`config.mk`:
```
export PLATFORM = sky130hd
export DESIGN_NAME = pc_fetch
export DESIGN_NICKNAME = d
export VERILOG_FILES = /design/src/rtl/pc_fetch.sv
export SDC_FILE = /design/constraint.sdc
export NUM_CORES = 1
export LEC_CHECK = 0
export ABC_AREA = 1
export CORE_ASPECT_RATIO = 0.6
export CORE_MARGIN = 2
export CORE_UTILIZATION = 52
export CTS_CLUSTER_SIZE = 20
export DETAILED_ROUTE_END_ITERATION = 10
export PLACE_DENSITY = 0.89
export SLEW_MARGIN = 10
export SYNTH_ARGS = -nofsm -noshare
export SYNTH_HDL_FRONTEND = slang
export SYNTH_SLANG_ARGS = --single-unit
export TNS_END_PERCENT = 50
```
`constraint.sdc`:
```
create_clock -name clk -period 12.1 [get_ports clk]
set_input_delay 3.63 -clock clk [delete_from_list [all_inputs] [get_ports clk]]
set_output_delay 3.63 -clock clk [all_outputs]
set_load 0.005 [all_outputs]
```
`src/rtl/pc_fetch.sv`:
```
// PC register and instruction-fetch stage: req/ack fetch into a single-entry decode buffer.
// Optional PC_ALIGN_CHECK_EN: keep misaligned redirect targets and flag them on pc_misalign.
module pc_fetch #(
    parameter logic [31:0] RESET_PC = 32'h0000_3000
) (
    input  logic        clk,
    input  logic        rst,
    input  logic [31:0] next_pc,
    input  logic        redirect,
    output logic [31:0] pc,
    output logic [31:0] pc_plus4,
    output logic        imem_req,
    output logic [31:0] imem_addr,
    input  logic        imem_ack,
    input  logic [31:0] imem_rdata,
    output logic        id_valid,
    output logic [31:0] id_instr,
    output logic [31:0] id_pc_plus4,
    input  logic        id_ready,
    output logic        pc_misalign
);

    typedef enum logic [1:0] {IDLE, FETCH, DROP, HOLD} state_t;

    state_t      r_state;
    state_t      w_state_next;
    logic [31:0] r_pc;
    logic [31:0] w_pc_next;
    logic [31:0] r_addr;
    logic [31:0] r_id_instr;
    logic [31:0] r_id_pc_plus4;
    logic        r_id_valid;
    logic        w_id_valid_next;
    logic        w_capture;
    logic        w_redirect_taken;
    logic [31:0] w_redir_pc;
    logic [31:0] w_pc_plus4;

    assign w_pc_plus4       = r_pc + 32'd4;
    assign w_redirect_taken = redirect && (r_state != IDLE);

`ifdef PC_ALIGN_CHECK_EN
    logic r_misalign;

    assign w_redir_pc = next_pc;

    always_ff @(posedge clk or posedge rst) begin
        if (rst) begin
            r_misalign <= 1'b0;
        end else begin
            r_misalign <= w_redirect_taken && (next_pc[1:0] != 2'b00);
        end
    end

    assign pc_misalign = r_misalign;
`else
    assign w_redir_pc  = next_pc & 32'hFFFF_FFFC;
    assign pc_misalign = 1'b0;
`endif

    always_comb begin
        w_state_next    = r_state;
        w_pc_next       = r_pc;
        w_id_valid_next = r_id_valid;
        w_capture       = 1'b0;
        case (r_state)
            IDLE: begin
                w_state_next = FETCH;
            end
            FETCH: begin
                if (redirect) begin
                    w_pc_next    = w_redir_pc;
                    w_state_next = imem_ack ? FETCH : DROP;
                end else if (imem_ack) begin
                    w_capture       = 1'b1;
                    w_id_valid_next = 1'b1;
                    w_pc_next       = w_pc_plus4;
                    w_state_next    = HOLD;
                end
            end
            DROP: begin
                if (redirect) begin
                    w_pc_next = w_redir_pc;
                end
                if (imem_ack) begin
                    w_state_next = FETCH;
                end
            end
            HOLD: begin
                if (redirect) begin
                    w_id_valid_next = 1'b0;
                    w_pc_next       = w_redir_pc;
                    w_state_next    = FETCH;
                end else if (id_ready) begin
                    w_id_valid_next = 1'b0;
                    w_state_next    = FETCH;
                end
            end
            default: begin
                w_state_next = IDLE;
            end
        endcase
    end

    // Fetch address follows the PC being loaded whenever FETCH is (re)entered; held in DROP.
    always_ff @(posedge clk or posedge rst) begin
        if (rst) begin
            r_state       <= IDLE;
            r_pc          <= RESET_PC;
            r_addr        <= RESET_PC;
            r_id_valid    <= 1'b0;
            r_id_instr    <= '0;
            r_id_pc_plus4 <= '0;
        end else begin
            r_state    <= w_state_next;
            r_pc       <= w_pc_next;
            r_id_valid <= w_id_valid_next;
            if (w_state_next == FETCH) begin
                r_addr <= w_pc_next;
            end
            if (w_capture) begin
                r_id_instr    <= imem_rdata;
                r_id_pc_plus4 <= r_addr + 32'd4;
            end
        end
    end

    assign pc          = r_pc;
    assign pc_plus4    = w_pc_plus4;
    assign imem_req    = (r_state == FETCH) || (r_state == DROP);
    assign imem_addr   = r_addr;
    assign id_valid    = r_id_valid;
    assign id_instr    = r_id_instr;
    assign id_pc_plus4 = r_id_pc_plus4;

endmodule

```
==> metrics.yaml, run 1 <==
outcome: "finished clean"
internal_power_uw: 1650
ios: 232
dieHeight_um: 98.4
vdd_ir_drop_max_uv: 125
powerDensity_nw_per_um2: 261
clock_path_buffers: 2
netlist_top_cells_area: "dfrtp_1 (41%), nand2_1 (22%), nor2_1 (5.3%), o21ai_0 (3.8%), inv_1 (3.8%)"
finalCriticalPeriod_ps: 6490
fmax_mhz: 154
switching_share_pct: 40.6
grt_pass1_wl_um: 39800
syn_nets: 1167
fin_nets: 1372
maxCapViolCount: 0
ys_types: 46
worstPathCellList: "clkdlybuf4s50_1, buf_4, inv_1, nor2_1, o21ai_0, o21ai_0, nand3_1, nand2_2, inv_2, nor2_1, a31oi_1"
dieArea_um2: 15900
antenna_found_initial: 0
synth_area_leader_cell: "dfrtp_1"
clk_pin_slew_ps: 60
dp_slack_ps: 5230
startpoint: "redirect"
hold_path_depth: 2
slowest_stage: "inv_1"
path_class: "in2reg"
p_seq_share_pct: 30.8
setup_viol: 0
ys_ff_latch: 131
final_antenna_net_count: 0
power_uw: 2780
placementRows: 34
r2r_cells: 10
startpoint_type: "input port"
antenna_cells: 0
syn2layout_area_growth_pct: 38.3
htreeDepth: 4
clkSinkCount: 131
p_clk_share_pct: 20.6
reg2reg_to: "imem_addr[9]$_DFFE_PP0N_"
io_buffers: 228
hp-start: "id_instr[22]$_DFFE_PP0P_"
worstMarginPinSlew_ps: 1040
worstSetupEndpointType: "register"
synth.avg_cell_area_um2: 7.07
rrSetupSlack_ps: 8610
clk-insertion-delay-late_ps: 420
reg2reg_from: "r_state[1]$_DFF_PP0_"
drtIter0Drc: 764
grt_max_degree: 83
core_area_um2: 14500
cp.required_ps: 12430
worstPathArrival_ps: 6810
synth-seq-area-share_pct: 42.5
dieWidth_um: 161
p_sw_uw: 1130
finalMaxSlewViolations: 0
pwr-share-comb_pct: 48.6
leakage_uw: 0.00498
wirelength_um: 24900
synth_ff_type: "dfrtp_1"
cts-resized-gates: 0
hold_path.class: "reg2reg"
skew_ps: 8.91
drc: 0
via_count: 8141
fin_crit_sh_pct: 53.6
rsz0062_at_grt: "no"
hold_viol_final: 0
cts_tree: "done"
syn_inst: 1092
first_pass_iters: 5
worst-path-max-fanout: 39
grt_overflow: 0
ys_warn_count: 0
netlist_area_um2: 7720
drive_above_1_share_pct: 6.34
synthArstFlopShare_pct: 100
cts-hold-fix-buffers: 0
place_congestion: 0.945
initial_core_util_pct: 53.2
numCtsBuffers: 17
cts_setup_buffers: 0
worst_slack_ps: 5610
setup_tns_ps: 0
slew_headroom_pct: 30.7
hpwlAfterDp_um: 17600
wl_per_cell_um: 16.5
viasPerCell: 5.40
max_stage_delay_ps: 800
grt_use_total_pct: 31.9
hold_end: "id_instr[22]$_DFFE_PP0P_"
first_global_vias: 7674
synth_edf_count: 0
cts_root_buf: "clkbuf_16"
synth_top_area_share_pct: 41.2
final_util_pct: 73.6
[routing by layer]
layer,routed length (µm),share of wire (%),track usage [%],vias up
met3,2790,11,9.18,54
li1,-,-,-,3813
met1,11000,44,46.7,3824
met5,0,0,0,-
met2,10500,42,45.7,450
met4,543,2.2,10.4,0
[worst max-delay path by stage]
stage	end	slack, ps
floorplan	id_instr[0]$_DFFE_PP0P_	4980
global placement	imem_addr[10]$_DFFE_PP0N_	5360
detailed placement	imem_addr[9]$_DFFE_PP0N_	5230
CTS	imem_addr[9]$_DFFE_PP0N_	5630
global route	imem_addr[9]$_DFFE_PP0N_	5280
finish	imem_addr[9]$_DFFE_PP0N_	5610
[sequential cells by signal, summed over array words and instances, names as in the netlist]
register	count
id_instr	32
id_pc_plus4	32
id_valid	1
imem_addr	32
pc	32
r_state	2
[cell type report]
cell class | instances | area (µm²)
tap | 198 | 248
inverter | 82 | 312
clock buffer | 20 | 457
fill | 1117 | 3830
timing repair buffer | 233 | 2320
multi-input combinational | 832 | 3860
sequential | 131 | 3280
clock inverter | 12 | 204
[critical path, delay by kind of cell]
kind | cells | cell delay (ps)
compound gates | 3 | 460
buf+inv | 4 | 2060
simple gates | 4 | 650
[cell usage in the layout (no fill, tap or decap), drive strengths merged, types with 9 or more instances in the layout]
cell           count
nor3              12
nand3             37
nand2            466
a21oi             41
clkbuf            20
clkdlybuf4s50    228
and2              12
xnor2              9
inv               80
dfrtp            127
nor2             123
o21ai             70
xor2              29
[Yosys cell counts (4+ instances only)]
cell and instances:
nor2_2 5, xor2_1 29, a21oi_1 41, and2_1 12, nor3_1 10, o21ai_1 10
inv_1 78, nand2_1 451, xnor2_1 9, dfrtp_1 127, buf_2 12, nor2_1 108
dfstp_2 4, buf_4 5, nor2_4 10, o21ai_0 59, a31oi_1 4, ha_1 6
nand2_2 13, nand4_1 6, nand3_1 35, buf_1 7, clkbuf_1 16
[cells by family after synthesis]
family,after synthesis,synth area share (%)
AND/OR/NAND/NOR,662,35.9
other,1,0.0486
XOR/XNOR,38,4.31
buffers and inverters,129,7.62
flip-flops,131,42.5
adder cells (fa/ha/maj),6,0.972
AO/OA/AOI/OAI,125,8.59
[metrics by stage]
stage | hold slack [ps] | cell area (µm²) | cells
6_report | 471 | 10700 | 1508
5_1_grt | 496 | 10700 | 1508
4_1_cts | 473 | 10700 | 1508
3_5_place_dp | 457 | 10000 | 1476
3_3_place_gp | 453 | 10000 | 1476
2_1_floorplan | 465 | 7720 | 1092
[power by group through the flow]
| stage | sequential [µW] | clock (µW) | combinational (µW) |
|---|---|---|---|
| 2_1_floorplan | 815 | 0 | 696 |
| 6_report | 857 | 573 | 1350 |
| 4_1_cts | 850 | 577 | 1340 |
| 3_5_place_dp | 850 | 0 | 1330 |
| 3_3_place_gp | 845 | 0 | 1300 |
| 5_1_grt | 882 | 599 | 1500 |
Note: power is estimated with default switching activity, not from simulation.
==> inputs of run 2 (changes only) <==
--- a/config.mk
+++ b/config.mk
@@ -8,10 +8,10 @@
 export ABC_AREA = 1
 export CORE_ASPECT_RATIO = 0.6
 export CORE_MARGIN = 2
-export CORE_UTILIZATION = 52
+export CORE_UTILIZATION = 48
 export CTS_CLUSTER_SIZE = 20
 export DETAILED_ROUTE_END_ITERATION = 10
-export PLACE_DENSITY = 0.89
+export PLACE_DENSITY = 0.83
 export SLEW_MARGIN = 10
 export SYNTH_ARGS = -nofsm -noshare
 export SYNTH_HDL_FRONTEND = slang
==> constraint.sdc (replaced) <==
create_clock -name clk -period 6.75 [get_ports clk]
set_input_delay 2.025 -clock clk [delete_from_list [all_inputs] [get_ports clk]]
set_output_delay 2.025 -clock clk [all_outputs]
set_load 0.005 [all_outputs]
==> run 2 against run 1 <==
Net effect: power is 73% higher; final cell count is 0.40% higher; flip-flop and latch count stayed put; via count is 2.1% lower; die area is 8.1% higher; clock power is 46% higher; sequential share of layout area is 0.31 points higher; cell area is 1.0% lower.
==> metrics.yaml, run 2 (synthesized netlist as in run 1, its figures left out) <==
numCtsBuffers: 17
cts_root_buf: "clkbuf_16"
clk_pin_slew_ps: 60
cts_tree: "done"
via_count: 7974
io_buffers: 228
gr-max-usage-layer: "met1"
met2_usage_pct: 42.5
fin_crit_sh_pct: 67.7
final_util_pct: 68.0
fmax_mhz: 219
cts-resized-gates: 0
grt_pass1_wl_um: 39300
clk-insertion-delay-late_ps: 420
antenna_cells: 0
dieArea_um2: 17100
leakage_uw: 0.00494
clkSinkCount: 131
drc: 0
outcome: "finished clean"
final_common_cell: "nand2_1"
drive_above_1_share_pct: 6.33
finalMaxSlewViolations: 0
multi_input_area_um2: 3860
grtUsageMet3_pct: 7.86
skew_ps: 12.2
seq_area_um2: 3280
ios: 232
initial_core_util_pct: 49.7
grt_max_degree: 77
drtIter0Drc: 898
wirelength_um: 25300
first_pass_iters: 5
powerDensity_nw_per_um2: 454
setup_viol: 0
maxCapViolCount: 0
clock_path_buffers: 2
worstSetupEndpointType: "register"
n_fill_cell: 1307
slew_headroom_pct: 33.8
placementRows: 35
hpwlAfterDp_um: 18200
fin_nets: 1375
viasPerCell: 5.27
path_class: "in2reg"
htreeDepth: 4
cp.required_ps: 7060
use_met1_pct: 44.0
worstPathArrival_ps: 4880
grt_overflow: 0
finalCriticalPeriod_ps: 4570
first_global_vias: 7382
startpoint_type: "input port"
worstMarginPinSlew_ps: 993
cts-hold-fix-buffers: 0
wl_per_cell_um: 16.7
worst-path-max-fanout: 39
rsz0062_at_grt: "no"
antenna_found_initial: 0
hold_path.class: "reg2reg"
setup_tns_ps: 0
layout_common_cells: "nand2_1 (451), clkdlybuf4s50_1 (228), dfrtp_1 (127)"
grt_use_total_pct: 29.5
core_area_um2: 15500
dieHeight_um: 102
syn2layout_area_growth_pct: 36.9
place_congestion: 0.952
vdd_ir_drop_max_uv: 192
final_antenna_net_count: 0
dieWidth_um: 168
hold_viol_final: 0
cts_setup_buffers: 0
rrSetupSlack_ps: 3150
==> run 2: changes by cell type in the layout (fill, tap and decap cells not counted), sizes merged <==
cell | before | now
bufinv | 5 | 1
clkbuf | 20 | 19
buf | 5 | 8
clkinv | 6 | 9
==> run 2: final cells by class <==
type	count	share of cell area (%)
clock buffer	19	4.09
clock inverter	11	0.864
inverter	82	2.95
multi-input combinational	832	36.5
sequential	131	31.1
tap	203	2.40
timing repair buffer	236	22.2
==> run 2: worst max-delay path: stages <==
cell and delay, ps:
clkdlybuf4s50_1 690, inv_2 120, buf_4 370, a21oi_1 130, o21ai_1 140, a21oi_1 100, inv_1 90, nand2_2 300
inv_2 610, nand2_1 150, o21ai_0 120
==> run 2: path summary, 6_finish.rpt <==
path / from / end / cells after the start
max in group asynchronous: rst / id_pc_plus4[31]$_DFFE_PP0P_ / 3
setup reg to reg: r_state[1]$_DFF_PP0_ / imem_addr[6]$_DFFE_PP0N_ / 10
setup / recovery: imem_ack / imem_addr[6]$_DFFE_PP0N_ / 11
min in group asynchronous: rst / id_pc_plus4[9]$_DFFE_PP0P_ / 2
hold reg to reg: id_instr[29]$_DFFE_PP0P_ / id_instr[29]$_DFFE_PP0P_ / 2
hold / removal: id_instr[29]$_DFFE_PP0P_ / id_instr[29]$_DFFE_PP0P_ / 2
==> run 2: report_power, final <==
| group | total, µW | internal [µW] | switching [µW] |
|---|---|---|---|
| sequential | 1520 | 1140 | 386 |
| clock | 835 | 498 | 338 |
| combinational | 2440 | 1150 | 1290 |
==> run 2: layer usage <==
| metal | routed length [µm] | vias up |
|---|---|---|
| li1 | - | 3826 |
| met1 | 11700 | 3687 |
| met2 | 10500 | 431 |
| met3 | 2880 | 30 |
| met4 | 310 | 0 |
| met5 | 0 | - |
==> run 2: stage by stage <==
stage	instance area (µm²)	hold WS (ps)	std cells	power (µW)	setup slack, ps
2_1_floorplan	7720	465	1092	2710	1230
3_3_place_gp	10000	453	1484	3870	1980
3_5_place_dp	10000	457	1484	3920	1900
4_1_cts	10600	471	1514	4790	2240
5_1_grt	10600	488	1514	5140	1990
6_report	10600	464	1514	4800	2180
